[src/rtl/ecall_uart_tx_if.sv]
// rtl/ecall_uart_tx_if.sv - character handshake between the ECALL putchar service and the console transmitter
//
// Signals:
//   char_valid  producer presents a character this cycle
//   char_data   character byte (a1[7:0] of the ECALL)
//   char_ready  consumer can take the character (FIFO not full)
// Modports: master = producer (controller), slave = consumer (ecall_uart_tx).
interface ecall_uart_tx_if;
  logic       char_valid;
  logic [7:0] char_data;
  logic       char_ready;

  modport master (output char_valid, output char_data, input char_ready);
  modport slave  (input char_valid, input char_data, output char_ready);
endinterface

[src/rtl/ecall_uart_tx.sv]
// rtl/ecall_uart_tx.sv - ECALL putchar console: character FIFO feeding an 8N1 UART transmitter
//
// Buffers characters pushed by the pipeline controller and shifts them out
// LSB first as UART frames on tx. After halt, drained reports that every
// buffered character has left the line.
//
// Optional feature macro: ECALL_UART_PARITY_EN adds an even-parity bit after
// the data bits (8E1 frame, 11 bit times instead of 10).
//
// Ports:
//   clk         system clock, rising edge
//   rst         asynchronous active-low reset
//   cif         slave side of the character handshake (valid/data/ready)
//   tx          registered serial line, idle high
//   tx_busy     a frame is in progress (FSM not in IDLE)
//   fifo_count  occupied FIFO entries
//   overflow    sticky: a character arrived while the FIFO was full
//   halt        core halt indication
//   drained     registered: halt seen, FIFO empty and FSM idle
module ecall_uart_tx #(
  parameter int CLKS_PER_BIT = 16,
  parameter int FIFO_DEPTH   = 8
) (
  input  logic                        clk,
  input  logic                        rst,
  ecall_uart_tx_if.slave              cif,
  output logic                        tx,
  output logic                        tx_busy,
  output logic [$clog2(FIFO_DEPTH):0] fifo_count,
  output logic                        overflow,
  input  logic                        halt,
  output logic                        drained
);
  localparam int PW = $clog2(FIFO_DEPTH);
  localparam int CW = PW + 1;
  localparam int BW = $clog2(CLKS_PER_BIT);
  localparam logic [BW-1:0] BAUD_LAST = BW'(CLKS_PER_BIT - 1);
  localparam logic [CW-1:0] FULL      = CW'(FIFO_DEPTH);

`ifdef ECALL_UART_PARITY_EN
  typedef enum logic [2:0] {S_IDLE, S_START, S_DATA, S_PARITY, S_STOP} state_t;
`else
  typedef enum logic [1:0] {S_IDLE, S_START, S_DATA, S_STOP} state_t;
`endif

  state_t          state_q, state_d;
  logic [BW-1:0]   baud_q, baud_d;
  logic [2:0]      bit_q, bit_d;
  logic [7:0]      shift_q, shift_d;
  logic            tx_q, tx_d;
`ifdef ECALL_UART_PARITY_EN
  logic            parity_q, parity_d;
`endif

  logic [7:0]      mem [FIFO_DEPTH];
  logic [PW-1:0]   wr_ptr_q, rd_ptr_q;
  logic [CW-1:0]   count_q;
  logic            overflow_q, halt_seen_q, drained_q;

  logic            push, pop, baud_last;

  // Ready comes from the count at the start of the cycle, so a pop in the
  // same cycle never frees a slot for a push.
  assign cif.char_ready = (count_q != FULL);
  assign push           = cif.char_valid && cif.char_ready;
  assign pop            = (state_q == S_IDLE) && (count_q != '0);
  assign baud_last      = (baud_q == BAUD_LAST);

  assign tx         = tx_q;
  assign tx_busy    = (state_q != S_IDLE);
  assign fifo_count = count_q;
  assign overflow   = overflow_q;
  assign drained    = drained_q;

  always_ff @(posedge clk) begin
    if (push) mem[wr_ptr_q] <= cif.char_data;
  end

  always_ff @(posedge clk or negedge rst) begin
    if (!rst) begin
      wr_ptr_q    <= '0;
      rd_ptr_q    <= '0;
      count_q     <= '0;
      overflow_q  <= 1'b0;
      halt_seen_q <= 1'b0;
      drained_q   <= 1'b0;
    end else begin
      // Power-of-two depth: pointers wrap naturally.
      if (push) wr_ptr_q <= wr_ptr_q + PW'(1);
      if (pop)  rd_ptr_q <= rd_ptr_q + PW'(1);
      case ({push, pop})
        2'b10:   count_q <= count_q + CW'(1);
        2'b01:   count_q <= count_q - CW'(1);
        default: count_q <= count_q;
      endcase
      if (cif.char_valid && !cif.char_ready) overflow_q <= 1'b1;
      if (halt) halt_seen_q <= 1'b1;
      drained_q <= halt_seen_q && (count_q == '0) && (state_q == S_IDLE);
    end
  end

  always_ff @(posedge clk or negedge rst) begin
    if (!rst) begin
      state_q  <= S_IDLE;
      baud_q   <= '0;
      bit_q    <= '0;
      shift_q  <= '0;
      tx_q     <= 1'b1;
`ifdef ECALL_UART_PARITY_EN
      parity_q <= 1'b0;
`endif
    end else begin
      state_q  <= state_d;
      baud_q   <= baud_d;
      bit_q    <= bit_d;
      shift_q  <= shift_d;
      tx_q     <= tx_d;
`ifdef ECALL_UART_PARITY_EN
      parity_q <= parity_d;
`endif
    end
  end

  // tx_d is the line value for the next bit period, so tx stays registered.
  // The shift register is shifted at each data-bit boundary; shift_q[0] is
  // always the bit currently on the line and shift_q[1] the next one.
  always_comb begin
    state_d  = state_q;
    baud_d   = baud_q;
    bit_d    = bit_q;
    shift_d  = shift_q;
    tx_d     = tx_q;
`ifdef ECALL_UART_PARITY_EN
    parity_d = parity_q;
`endif
    case (state_q)
      S_IDLE: begin
        tx_d   = 1'b1;
        baud_d = '0;
        bit_d  = '0;
        if (pop) begin
          shift_d = mem[rd_ptr_q];
`ifdef ECALL_UART_PARITY_EN
          parity_d = ^mem[rd_ptr_q];
`endif
          tx_d    = 1'b0;
          state_d = S_START;
        end
      end
      S_START: begin
        if (baud_last) begin
          baud_d  = '0;
          state_d = S_DATA;
          tx_d    = shift_q[0];
        end else begin
          baud_d = baud_q + BW'(1);
        end
      end
      S_DATA: begin
        if (baud_last) begin
          baud_d = '0;
          if (bit_q == 3'd7) begin
            bit_d = '0;
`ifdef ECALL_UART_PARITY_EN
            state_d = S_PARITY;
            tx_d    = parity_q;
`else
            state_d = S_STOP;
            tx_d    = 1'b1;
`endif
          end else begin
            bit_d   = bit_q + 3'd1;
            shift_d = {1'b0, shift_q[7:1]};
            tx_d    = shift_q[1];
          end
        end else begin
          baud_d = baud_q + BW'(1);
        end
      end
`ifdef ECALL_UART_PARITY_EN
      S_PARITY: begin
        if (baud_last) begin
          baud_d  = '0;
          state_d = S_STOP;
          tx_d    = 1'b1;
        end else begin
          baud_d = baud_q + BW'(1);
        end
      end
`endif
      S_STOP: begin
        if (baud_last) begin
          baud_d  = '0;
          state_d = S_IDLE;
          tx_d    = 1'b1;
        end else begin
          baud_d = baud_q + BW'(1);
        end
      end
      default: begin
        state_d = S_IDLE;
        tx_d    = 1'b1;
      end
    endcase
  end
endmodule

[src/flat_wrapper.sv]
// flat-port wrapper written by rule: the top's interface ports become plain ports
module ecall_uart_tx_flat 
#(
  parameter int CLKS_PER_BIT = 16,
  parameter int FIFO_DEPTH   = 8
)
  (clk, rst, tx, tx_busy, fifo_count, overflow, halt, drained, cif_char_valid, cif_char_data, cif_char_ready);
  ecall_uart_tx_if cif_i ();
  input  logic clk;
  input  logic rst;
  output logic tx;
  output logic tx_busy;
  output logic [$clog2(FIFO_DEPTH):0] fifo_count;
  output logic overflow;
  input  logic halt;
  output logic drained;
  input wire logic [$bits(cif_i.char_valid)-1:0] cif_char_valid;
  input wire logic [$bits(cif_i.char_data)-1:0] cif_char_data;
  output wire logic [$bits(cif_i.char_ready)-1:0] cif_char_ready;
  assign cif_i.char_valid = cif_char_valid;
  assign cif_i.char_data = cif_char_data;
  assign cif_char_ready = cif_i.char_ready;
  ecall_uart_tx #(.CLKS_PER_BIT(CLKS_PER_BIT), .FIFO_DEPTH(FIFO_DEPTH)) u_core (.clk(clk), .rst(rst), .cif(cif_i), .tx(tx), .tx_busy(tx_busy), .fifo_count(fifo_count), .overflow(overflow), .halt(halt), .drained(drained));
endmodule
[config.mk]
export PLATFORM = sky130hd
export DESIGN_NAME = ecall_uart_tx_flat
export DESIGN_NICKNAME = d
export VERILOG_FILES = /design/src/rtl/ecall_uart_tx_if.sv /design/src/rtl/ecall_uart_tx.sv /design/src/flat_wrapper.sv
export SDC_FILE = /design/constraint.sdc
export NUM_CORES = 1
export LEC_CHECK = 0
export BUFFER_PORTS_ARGS = -buffer_cell sky130_fd_sc_hd__clkbuf_2
export CAP_MARGIN = 0
export CORE_AREA = 8 8 96 98
export CTS_CLUSTER_DIAMETER = 60
export CTS_CLUSTER_SIZE = 12
export DETAILED_ROUTE_END_ITERATION = 10
export DIE_AREA = 0 0 104 106
export HOLD_SLACK_MARGIN = 0.03
export PLACE_DENSITY = 0.71
export RECOVER_POWER = 100
export SETUP_SLACK_MARGIN = 0.2
export SYNTH_ARGS = -nofsm -noshare
export SYNTH_HDL_FRONTEND = slang
export SYNTH_SLANG_ARGS = --single-unit
[constraint.sdc]
create_clock -name clk -period 7.8 [get_ports clk]
set_clock_uncertainty 0.1 [all_clocks]
set_input_delay 0.39 -clock clk [delete_from_list [all_inputs] [get_ports clk]]
set_output_delay 0.39 -clock clk [all_outputs]
set_load 0.005 [all_outputs]
Word level (Yosys, flattened, before mapping)
Memories as Yosys holds them, arrays and structs flattened.
Cells that the tools add are included.
- logic and storage cells: 73
- output and inout bits: 9
- RAM bits: 64
- flip-flop bits (word level): 31
- memories: 1
- input port bits: 12
- reductions and logical operators: 17
- add/sub/neg operators: 6
- muxes and demuxes: 24
- eq/ne operators: 14
- memory list (name ; depth ; width ; rd ports ; clocked after Yosys merged registers in ; wr ports ; line ; source):
    u_core.mem ; 8 ; 8 ; 1 ; 0 ; 1 ; ecall_uart_tx.sv:55 ; logic [7:0] mem [FIFO_DEPTH];
- operators with widths (cell ; number):
    2-to-1 mux 8 bit ; 3
    one-hot mux 4 bit (2 select lines) ; 2
    one-hot mux 8 bit (2 select lines) ; 1
    2-to-1 mux 2 bit ; 5
    inequality test 2 x 1 -> 1 bit (second input constant) ; 5
    adder 3 x 1 -> 3 bit (second input constant) ; 3
    adder 4 x 1 -> 4 bit (second input constant) ; 2
    one-hot mux 2 bit (4 select lines) ; 1
    2-to-1 mux 1 bit ; 7
    == test 2 bit (second input constant) ; 3
    2-to-1 mux 3 bit ; 2
    one-hot mux 3 bit (2 select lines) ; 1
    nonzero test 2 bit ; 3
    logical AND 1 bit ; 5
    AND reduction 5 bit ; 1
    == test 2 x 1 -> 1 bit (second input constant) ; 2
    == test 4 bit (second input constant) ; 1
    logical NOT 4 bit ; 1
    2-to-1 mux 4 bit ; 1
    inequality test 4 bit (second input constant) ; 1
    one-hot mux 1 bit (4 select lines) ; 1
    AND reduction 4 bit ; 1
    nonzero test 4 bit ; 1
    subtractor 4 x 1 -> 4 bit (second input constant) ; 1
    7 further kinds ; 7

Longest topological paths before layout
Gate-level depths: netlist of the first run.
- depth in word-level cells: 4
- gate-level depth with buffers: 11
- depth with buffers taken out: 11

Worst setup path after synthesis of the first run
No wires, ideal clock.
- path type: reg2reg
- from: register u_core.count_q[2], in the netlist u_core.fifo_count[2]
- to: register u_core.count_q[2], in the netlist u_core.fifo_count[2]
- setup slack: 5.137 ns
- setup time: 0.127 ns
- stages on the path, launching flop included: 11
- period minus slack after synthesis: 2.663 ns
- arrival: 2.436 ns
- path buffers: 0
- data required time: 7.573 ns
- cells stage by stage: dfrtp_1 or4b_2 and2_1 clkinv_1 ha_1 xor2_1 ha_1 a21oi_1 xor2_1 nor2_1 xor2_1
- cells in the longest elaborated chain, start to end: 4
- ends and longest elaborated chain (element ; line ; source):
    start: declaration ; ecall_uart_tx.sv:57 ; logic [CW-1:0] count_q;
    start signal: assignment ; ecall_uart_tx.sv:92 ; 2'b10: count_q <= count_q + CW'(1);
    start signal: assignment ; ecall_uart_tx.sv:93 ; 2'b01: count_q <= count_q - CW'(1);
    start signal: assignment ; ecall_uart_tx.sv:94 ; default: count_q <= count_q;
    inequality test 4 bit * ; ecall_uart_tx.sv:64 ; assign cif.char_ready = (count_q != FULL);
    named net cif_char_ready ; flat_wrapper.sv:19 ; output wire logic [$bits(cif_i.char_ready)-1:0] cif_char_ready;
    logical AND 1 bit * ; ecall_uart_tx.sv:65 ; assign push = cif.char_valid && cif.char_ready;
    == test 2 x 1 -> 1 bit / == test 2 bit (equally long branches) ; ecall_uart_tx.sv:91 ; case ({push, pop})
    one-hot mux 4 bit (2 select lines) / nonzero test 2 bit (equally long branches) ; - ;
Mark *: on every way through the listed nets, which the timed path passes. The rest lies on a longest branch.
A chain may end at the register's enable or synchronous reset.

Worst setup path in the final report of the first run
- from: register u_core.count_q[1], in the netlist u_core.fifo_count[1]
- to: memory u_core.mem[3][0], enable pin
- cells in the longest elaborated chain, start to end: 4
- ends and longest elaborated chain (element ; line ; source):
    inequality test 4 bit ; ecall_uart_tx.sv:64 ;
    logical AND 1 bit ; ecall_uart_tx.sv:65 ;
    2-to-1 mux 1 bit ; ecall_uart_tx.sv:76 ; if (push) mem[wr_ptr_q] <= cif.char_data;
    2-to-1 mux 1 bit (not written as such) ; ecall_uart_tx.sv:76 ;
    end: declaration ; ecall_uart_tx.sv:55 ;
No other way between the ends.

==> impl_metrics.tcl, run 1 <==
set metrics [dict create \
    power_mw 1.61 \
    drive_gt1_share_pct 19.6 \
    clk_pin_slew_ps 90 \
    rsz0062_at_grt "no" \
    critical_path_buf_inv_count 1 \
    synth.top_cell.area_share_pct 46.9 \
    rr_endpoint "u_core.mem[3][0]" \
    synth_top_family_by_area "multiplexers" \
    hold_slack_ps 126 \
    synthTopCellsByCount "edfxtp_1 (64), dfrtp_1 (30), mux2_2 (26)" \
    slew_violations 41 \
    clock_latency_ps 350 \
    clockBufferDepth 2 \
    layout.cells.non_filler 370 \
    die_y_um 106 \
    die_w_um 104 \
    reg2reg_slack_ps 4750 \
    fin_tns_setup_ps 0 \
    yosysWarningCount 0 \
    dp.cells 353 \
    cts_root_buf "clkbuf_8" \
    first_pass_iters 4 \
    core-area_mm2 0.00785 \
    cts_sinks 95 \
    insertedDiodeCount 0 \
    crit_type "reg2reg" \
    die_area_mm2 0.0110 \
    slew-limit-headroom_pct -13.3 \
    cts_tree "yes" \
    core.rowCount 33 \
    synthFlopType "edfxtp_1" \
    fmax_mhz 328 \
    synth_mux_area_share_pct 17.2 \
    syn_inst 235 \
    drt-initial-drc-count 165 \
    synthSimpleGateAreaFrac_pct 5.29 \
    slowest_stage "nor3_1" \
    grt-ovfl-total 0 \
    ys_seq_area_share_pct 65.9 \
    fin_util_pct 56.5 \
    cts_buffers 9 \
    fill_cells 620 \
    cp-endpoint "u_core.mem[3][0]" \
    p_per_area_mw_per_mm2 362 \
    arrival_ps 2900 \
    leakage_nw 1.65 \
    fin_crit_sh_pct 39.0 \
    initial_core_util_pct 52.2 \
    drtAntennaViolNets 0 \
    cp-startpoint "u_core.fifo_count[1]" \
    fin_crit_ps 3050 \
    cp.depth 4 \
    synth_compound_area_share_pct 3.45 \
    antenna_found_initial 0 \
    areaGrowthSynthToFinish_pct 8.28 \
    postSynthAreaPerCell_um2 17.4 \
    yosysMostFrequentCell "edfxtp_1" \
    nets 285 \
    synthXorXnorAreaFrac_pct 2.14 \
    setup_viol 0 \
    synth_top_area_cell "edfxtp_1" \
    grtUsageTotal_pct 13.4 \
    worst-path-max-fanout 9 \
    path_cells "or4b_2 > and2_0 > clkinv_1 > nor3_1" \
    place.gp.congestion 0.760 \
    slowest_delay_ps 1340 \
    cpLargestDelayFamily "simple AND/OR/NAND/NOR gates" \
    wl_per_cell_um 18.9 \
    cp.required_ps 7650 \
    synthArstFlopShare_pct 32.6 \
    htree_levels 3 \
    synth_fp_nets 260 \
    status "finished, violations left" \
    syn-cell-area_mm2 0.00410 \
    ys_types 38 \
    hpwl_um 4450 \
    io_buffer_count 20 \
    grt_pass1_wl_um 11400 \
    endpoint_kind "flip-flop" \
    pin_count 21 \
    synth_fa_ha_area_share_pct 3.97 \
    ir_drop_mv 0.157 \
    dr_total_vias 2083 \
    tightest_slew_ps 1700 \
    hp-class "in2reg" \
    r2r_start "u_core.fifo_count[1]" \
    synth.area.top_cells "edfxtp_1 (47%), dfrtp_1 (18%), mux2_2 (7.1%), mux4_1 (7.1%), ha_1 (4.0%)" \
    grt_max_degree 32 \
    viasPerCell 5.63 \
    synth-edff-count 64 \
    grt_pass1_vias 2197 \
    drt-total-wl_um 6980 \
    cap_violations 3 \
    violations "max-capacitance violations, max-slew violations" \
    ys_ff_latch 95 \
    reg2reg_depth 4 \
    drc 0 \
    final_hold_viol_count 0 \
    start_kind "flip-flop" \
]
power breakdown:
part	total, mW	internal (mW)	switching (mW)
Combinational	0.523	0.293	0.230
Sequential	0.791	0.664	0.127
Clock	0.292	0.126	0.166
Total	1.61	1.08	0.523
per-stage QoR:
stage | setup WS [ps] | cell area (µm²)
floorplan | 5140 | 4100
global placement | 5010 | 4290
detailed placement | 4930 | 4290
CTS | 4920 | 4480
global route | 4570 | 4430
finish | 4750 | 4430
cell usage in the layout (no fill, tap or decap), drive strengths merged, types with 5 or more instances in the layout:
cell,count
mux4,16
edfxtp,64
xnor2,5
nor3,8
mux2,26
xor2,5
ha,13
dfrtp,30
nand2,7
inv,7
clkbuf,32
nor2,8
layer usage:
| layer | track usage [%] | up-vias | wire (µm) |
|---|---|---|---|
| met2 | 21.7 | 34 | 3360 |
| met3 | 3.87 | 8 | 323 |
| li1 | - | 966 | - |
| met1 | 16.6 | 1075 | 3190 |
| met5 | 0 | - | 0 |
| met4 | 5.79 | 0 | 104 |
registers in the layout, summed over array words and instances, names as in the netlist:
register	cells
u_core.state_q	2
u_core.shift_q	8
u_core.baud_q	4
u_core.drained	1
u_core.tx	1
u_core.wr_ptr_q	3
u_core.bit_q	3
u_core.fifo_count	4
u_core.overflow	1
u_core.rd_ptr_q	3
u_core.halt_seen_q	1
u_core.mem	64
worst min-delay path by stage:
stage | startpoint | to | slack, ps | depth (start not counted)
finish | halt | u_core.halt_seen_q | 130 | 2
global route | halt | u_core.halt_seen_q | 110 | 2
CTS | halt | u_core.halt_seen_q | 110 | 2
detailed placement | u_core.halt_seen_q | u_core.halt_seen_q | 360 | 1
global placement | u_core.halt_seen_q | u_core.halt_seen_q | 350 | 1
floorplan | rst | u_core.baud_q[0] | -6 | 0
cell type report:
cell class | count | area (µm²) | share of cell area [%]
Tap cell | 105 | 131 | 2.96
Sequential cell | 95 | 2700 | 60.9
Inverter | 6 | 22.5 | 0.508
Clock buffer | 11 | 141 | 3.19
Multi-Input combinational cell | 126 | 1310 | 29.6
Timing Repair Buffer | 22 | 95.1 | 2.14
Clock inverter | 5 | 32.5 | 0.734
what timing repair did:
item	4_1_cts	5_1_grt
hold buffers	1	0
gates resized for setup	0	0
hold endpoints to repair	24	0
setup buffers	0	0
kinds of logic (layout without fill, tap and decap cells):
kind of cell / Yosys count / in the layout
buffers and inverters: 14 / 44
DFF: 95 / 95
and+or+nand+nor: 40 / 40
muxes: 43 / 43
adders and majority gates: 13 / 13
xor gates and xnor gates: 10 / 10
AOI/OAI and AO/OA: 20 / 20
Note: power is estimated with default switching activity, not from simulation.
==> run 2: changes to the inputs <==
Settings changed: ABC_AREA set to 1, CORE_AREA 8 8 96 98 to 8 8 98 100, DIE_AREA 0 0 104 106 to 0 0 106 108, PLACE_DENSITY 0.71 to 0.74.
Clock period 7.8 ns to 2.7 ns, I/O delays scaled along.
==> run 2 against run 1 <==
Compared with the run above:
- the run still ends with max-capacitance violations, max-slew violations left
- routed wire length grew 20%
- synthesized cell count grew 72%
- core utilization grew 1.9 points
- largest power group unchanged
==> impl_metrics.tcl, run 2 <==
set metrics [dict create \
    synthArstFlopShare_pct 32.6 \
    place.gp.congestion 0.823 \
    status "finished, violations left" \
    cpLargestDelayFamily "adder cells" \
    clk_pin_slew_ps 100 \
    grt_pass1_wl_um 13800 \
    syn-cell-area_mm2 0.00427 \
    hp-class "reg2reg" \
    cts_sinks 95 \
    setup_slack_ps 430 \
    slowest_delay_ps 430 \
    yosysMostFrequentCell "nand2_1" \
    worst-path-max-fanout 5 \
    drc 0 \
    intPower_mw 2.36 \
    post_dp_cell_area_mm2 0.00450 \
    path_cells "inv_1 > ha_1 > nand2_1 > inv_1 > ha_1 > inv_1 > nand2_1 > nand2_1 > ha_1 > a21oi_1 > xor2_1 > o21ai_0" \
    layout.cells.non_filler 553 \
    cts_tree "yes" \
    ys_seq_area_share_pct 63.2 \
    tightest_slew_ps 1700 \
    ir_drop_mv 0.575 \
    reg_top3 "u_core.mem x64, u_core.shift_q x8" \
    insertedDiodeCount 0 \
    synthTopCellsByCount "nand2_1 (127), edfxtp_1 (64), nand3_1 (61)" \
    crit_type "reg2reg" \
    start_kind "flip-flop" \
    slew_violations 32 \
    synth_top_family_by_area "simple AND/OR/NAND/NOR gates" \
    ys_ff_latch 95 \
    rsz0062_at_grt "no" \
    drtAntennaViolNets 0 \
    synth_fa_ha_area_share_pct 3.81 \
    pwr-share-comb_pct 14.3 \
    yosysWarningCount 0 \
    sw_frac_of_total_pct 28.0 \
    cap_violations 1 \
    synthFlopType "edfxtp_1" \
    cts_root_buf "clkbuf_8" \
    io_buffer_count 20 \
    core-area_mm2 0.00805 \
    fin_tns_setup_ps 0 \
    p_sw_mw 0.915 \
    violations "max-capacitance violations, max-slew violations" \
    synth-edff-count 64 \
    drive_gt1_share_pct 7.37 \
    final_common_cell "nand2_1" \
    viasPerCell 5.21 \
    hpwl_um 5320 \
    synth.top_cell.area_share_pct 45.0 \
    fin_crit_sh_pct 84.1 \
    dp.cells 526 \
    wl_per_cell_um 15.2 \
    htree_levels 3 \
    fin_area_mm2 0.00471 \
    seq_power_share_pct 56.5 \
    core.rowCount 33 \
    slowest_stage "dfrtp_1" \
    drt-initial-drc-count 260 \
    largest_reg_flops 64 \
    syn_inst 404 \
    fin_crit_ps 2270 \
    areaGrowthSynthToFinish_pct 10.2 \
    hold_slack_ps 370 \
    final_hold_viol_count 0 \
    endpoint_kind "flip-flop" \
    top_register "u_core.mem" \
    synth.area.top_cells "edfxtp_1 (45%), dfrtp_1 (18%), nand2_1 (11%), nand3_1 (7.1%), ha_1 (3.8%)" \
    die_area_mm2 0.0114 \
    cp.required_ps 2850 \
    p_clk_share_pct 29.2 \
    fill_cells 675 \
    pin_count 21 \
    cts_setup_buffers 0 \
    final_cell_mix "nand2_1 (130), edfxtp_1 (64), nand3_1 (63)" \
    p_per_area_mw_per_mm2 695 \
    synthXorXnorAreaFrac_pct 1.44 \
    postSynthAreaPerCell_um2 10.6 \
    clockBufferDepth 2 \
    grt-ovfl-total 0 \
    antenna_found_initial 0 \
    synth_fp_nets 429 \
    synth_mux_area_share_pct 0 \
    die_w_um 106 \
    cts_buffers 9 \
    first_pass_iters 4 \
    synth_compound_area_share_pct 2.34 \
    grtUsageTotal_pct 15.4 \
    drt-total-wl_um 8400 \
    leakage_nw 1.95 \
    fmax_mhz 441 \
    pre_cts_slack_ps 433 \
    synthSimpleGateAreaFrac_pct 24.6 \
    nets 468 \
    arrival_ps 2420 \
    slew-limit-headroom_pct -13.5 \
    initial_core_util_pct 53.0 \
    critical_path_buf_inv_count 3 \
    grt_max_degree 34 \
    synth_top_area_cell "edfxtp_1" \
    setup_viol 0 \
    ys_types 33 \
    grt_pass1_vias 2792 \
    dr_total_vias 2880 \
    clock_latency_ps 360 \
    die_y_um 108 \
]
[run 2: changes by cell type in the layout (fill, tap and decap cells not counted), sizes merged, moves of 3 or more]
cell,before,now
mux2,26,0
a22o,3,0
clkbuf,32,38
nand3,1,64
mux4,16,0
dlygate4sd3,1,11
nand4,0,4
nor2,8,23
o21ai,4,8
inv,7,31
nand2,7,132
xnor2,5,1
a211oi,4,0
[run 2: layout make-up]
type | instances | area (µm²) | share of cell area, %
Sequential cell | 95 | 2700 | 57.3
Multi-Input combinational cell | 266 | 1320 | 28.1
Timing Repair Buffer | 42 | 240 | 5.10
Tap cell | 105 | 131 | 2.79
Clock buffer | 9 | 124 | 2.63
Inverter | 29 | 111 | 2.37
Clock inverter | 7 | 78.8 | 1.67
[run 2: timing repair]
action	in CTS	in global routing
endpoints found under the hold margin	97	0
hold buffers	11	0
setup endpoints to repair	0	1
gates resized for setup	0	1
[run 2: worst register-to-register path, cell delays in order, from the launching register on]
cell and delay [ps]:
dfrtp_1 430, inv_1 130, ha_1 210, nand2_1 130, inv_1 180, ha_1 240, inv_1 80, nand2_1 70
nand2_1 70, ha_1 170, a21oi_1 150, xor2_1 150, o21ai_0 80
[run 2: power groups by stage]
| stage | clock [mW] | combinational, mW | sequential [mW] |
|---|---|---|---|
| after floorplan | 0 | 0.301 | 1.87 |
| after global placement | 0 | 0.487 | 1.87 |
| after detailed placement | 0 | 0.502 | 1.88 |
| after CTS | 0.973 | 0.516 | 1.85 |
| after global routing | 1.02 | 0.534 | 1.87 |
| final | 0.953 | 0.468 | 1.85 |
[run 2: final timing paths]
check	cells after the start	slack, ps	from	to
max in group asynchronous	2	870	rst	u_core.wr_ptr_q[1]
min reg2reg	1	370	u_core.baud_q[0]	u_core.baud_q[0]
max	12	430	u_core.state_q[0]	u_core.fifo_count[2]
min in group asynchronous	2	650	rst	u_core.halt_seen_q
max reg2reg	12	430	u_core.state_q[0]	u_core.fifo_count[2]
min	1	370	u_core.baud_q[0]	u_core.baud_q[0]
[run 2: logic make-up after synthesis]
family | count (synthesis)
compound gates | 14
xor+xnor | 7
flops | 95
fa+ha+maj | 13
buf+inv | 43
simple gates | 232
[run 2: layer usage]
metal / up-vias / global-route usage [%] / wire [µm]
met1: 1384 / 18.6 / 3770
met5: - / 0 / 0
met4: 0 / 5.93 / 123
met2: 56 / 26.7 / 4170
li1: 1428 / - / -
met3: 12 / 3.09 / 338
[run 2: through the flow]
stage | utilization (%) | total power, mW
after floorplan | - | 2.17
after global placement | 55.9 | 2.36
after detailed placement | 55.9 | 2.38
after CTS | 59.8 | 3.34
after global routing | 58.5 | 3.42
final | 58.5 | 3.27
==> run 3: changes to the inputs <==
Settings changed: ABC_AREA 1 to 0, CORE_AREA 8 8 98 100 to 8 8 96 98, DIE_AREA 0 0 106 108 to 0 0 104 106, PLACE_DENSITY 0.74 to 0.71.
Clock period 2.7 ns to 2.2 ns, I/O delays scaled along.
==> run 3 against run 2 <==
Compared with the run above:
- the run ends with max-capacitance violations, max-slew violations, negative setup slack left
- die area shrank 3.7%
- fmax increased by 1.5%
- setup slack got worse by 470 ps
- hold slack worse by 220 ps
- sequential share of layout area fell by 3.5 points
- routed wire length shrank 11%
- largest cell class unchanged
- largest power group is now combinational logic
==> impl_metrics.tcl, run 3 (same netlist as run 1, synthesis figures left out) <==
set metrics [dict create \
    status "finished, violations left" \
    violations "max-capacitance violations, max-slew violations, negative setup slack" \
    initial_core_util_pct 52.2 \
    sw_frac_of_total_pct 32.0 \
    slowest_delay_ps 540 \
    drc 0 \
    p_clk_share_pct 17.5 \
    reg_top3 "u_core.mem x64, u_core.shift_q x8" \
    p_per_area_mw_per_mm2 1360 \
    arrival_ps 2420 \
    pwr-share-comb_pct 43.8 \
    fin_tns_setup_ps -60.7 \
    crit_type "reg2reg" \
    wl_per_cell_um 18.1 \
    slew-limit-headroom_pct -12.9 \
    cp.required_ps 2380 \
    pre_cts_slack_ps -79.9 \
    hp-class "in2reg" \
    viasPerCell 5.39 \
    use_met1_pct 17.2 \
    grt_pass1_wl_um 12200 \
    areaGrowthSynthToFinish_pct 22.5 \
    core.rowCount 33 \
    grt_pass1_vias 2341 \
    p_sw_mw 2.18 \
    fill_cells 587 \
    rsz0062_at_grt "yes" \
    place.gp.congestion 0.755 \
    htree_levels 3 \
    grt-ovfl-total 0 \
    hpwl_um 4670 \
    cts_root_buf "clkbuf_8" \
    ir_drop_mv 0.600 \
    fmax_mhz 447 \
    insertedDiodeCount 0 \
    dr_total_vias 2220 \
    slew_violations 32 \
    first_pass_iters 6 \
    io_buffer_count 20 \
    setup_viol 3 \
    cts_sinks 95 \
    endpoint_kind "flip-flop" \
    leakage_nw 1.95 \
    fin_crit_ps 2240 \
    grt_max_degree 32 \
    largest_reg_flops 64 \
    path_cells "or4b_4 > and2_4 > clkinv_4 > ha_4 > xor2_2 > ha_2 > a21oi_2 > xor2_1 > nor2_1 > xor2_1" \
    fin_util_pct 63.9 \
    clock_latency_ps 360 \
    die_y_um 106 \
    crit_path_frequent_cell "xor2_1" \
    tightest_slew_ps 1690 \
    intPower_mw 4.63 \
    die_area_mm2 0.0110 \
    drt-initial-drc-count 105 \
    nets 327 \
    clk_pin_slew_ps 100 \
    pin_count 21 \
    busiest_layer "met2" \
    die_w_um 104 \
    cts_tree "yes" \
    cap_violations 1 \
    core-area_mm2 0.00785 \
    cts_buffers 9 \
    slowest_stage "or4b_4" \
    clockBufferDepth 2 \
    seq_power_share_pct 38.7 \
    drtAntennaViolNets 0 \
    grt_use_met3_pct 3.39 \
    top_register "u_core.mem" \
    fin_crit_sh_pct 102 \
    antenna_found_initial 0 \
    drt-total-wl_um 7460 \
    grtUsageTotal_pct 14.2 \
    start_kind "flip-flop" \
    final_cell_mix "edfxtp_1 (64), dfrtp_1 (28), buf_4 (24)" \
    hold_slack_ps 149 \
    setup_slack_ps -35.4 \
    final_common_cell "edfxtp_1" \
    worst-path-max-fanout 4 \
    drive_gt1_share_pct 40.1 \
    grtUsageMet2_pct 24.0 \
    final_hold_viol_count 0 \
]
-- run 3: cell types whose count changed in the layout (fill, tap and decap cells not counted), sizes merged, moves of 8 or more --
cell / delta
nand2: -125
nand3: -63
buf: +30
mux2: +26
inv: -21
mux4: +16
nor2: -15
clkbuf: -8
-- run 3: power groups by stage --
stage / Sequential [mW] / Combinational [mW] / Clock [mW]
global route: 2.69 / 3.26 / 1.28
detailed placement: 2.64 / 2.43 / 0
floorplan: 2.61 / 1.76 / 0
finish: 2.64 / 2.99 / 1.19
global placement: 2.62 / 2.38 / 0
CTS: 2.62 / 2.88 / 1.22
-- run 3: path summary, 6_finish.rpt --
check / to / from / cells after the start / slack [ps]
worst min-delay path: u_core.wr_ptr_q[1] / cif_char_valid / 5 / 150
worst min register to register: u_core.halt_seen_q / u_core.halt_seen_q / 1 / 380
max in group asynchronous: u_core.rd_ptr_q[0] / rst / 2 / 280
worst max register to register: u_core.fifo_count[2] / u_core.fifo_count[1] / 10 / -40
worst max-delay path: u_core.fifo_count[2] / u_core.fifo_count[1] / 10 / -40
min in group asynchronous: u_core.baud_q[3] / rst / 2 / 620
-- run 3: layout make-up --
cell class | count | area (µm²) | share of cell area [%]
flip-flops and latches | 95 | 2700 | 53.9
clock buffers | 9 | 124 | 2.47
multi-input cells | 126 | 1440 | 28.7
well taps | 105 | 131 | 2.62
clock inverters | 7 | 83.8 | 1.67
repair buffers | 64 | 508 | 10.1
inverters | 6 | 27.5 | 0.549
-- run 3: repair_timing --
item	CTS	global route
hold endpoints to repair	96	0
gates cloned	1	0
resized for setup	29	17
hold buffers	11	0
buffers inserted	5	4
pin swaps	1	5
endpoints found under the setup margin	34	11
-- run 3: through the flow --
step           power (mW)  instance area (µm²)  std cells
2_1_floorplan        4.37                 4120        235
3_3_place_gp         5.01                 4470        375
3_5_place_dp         5.07                 4470        375
4_1_cts              6.72                 4920        408
5_1_grt              7.23                 5010        412
6_report             6.82                 5010        412
-- run 3: per-layer routing --
layer	up-vias	share of wire, %
met4	0	1.5
met2	39	52
met3	10	3.9
met1	1132	43
li1	1039	-
met5	-	0
-- run 3: worst max-delay path: cells and delay by family, from the launching register on --
family	cells	cell delay [ps]
XOR/XNOR	3	420
adder cells (fa/ha/maj)	2	320
AND/OR/NAND/NOR	3	820
AO/OA/AOI/OAI	1	30
flip-flops	1	420
buffers and inverters	1	60
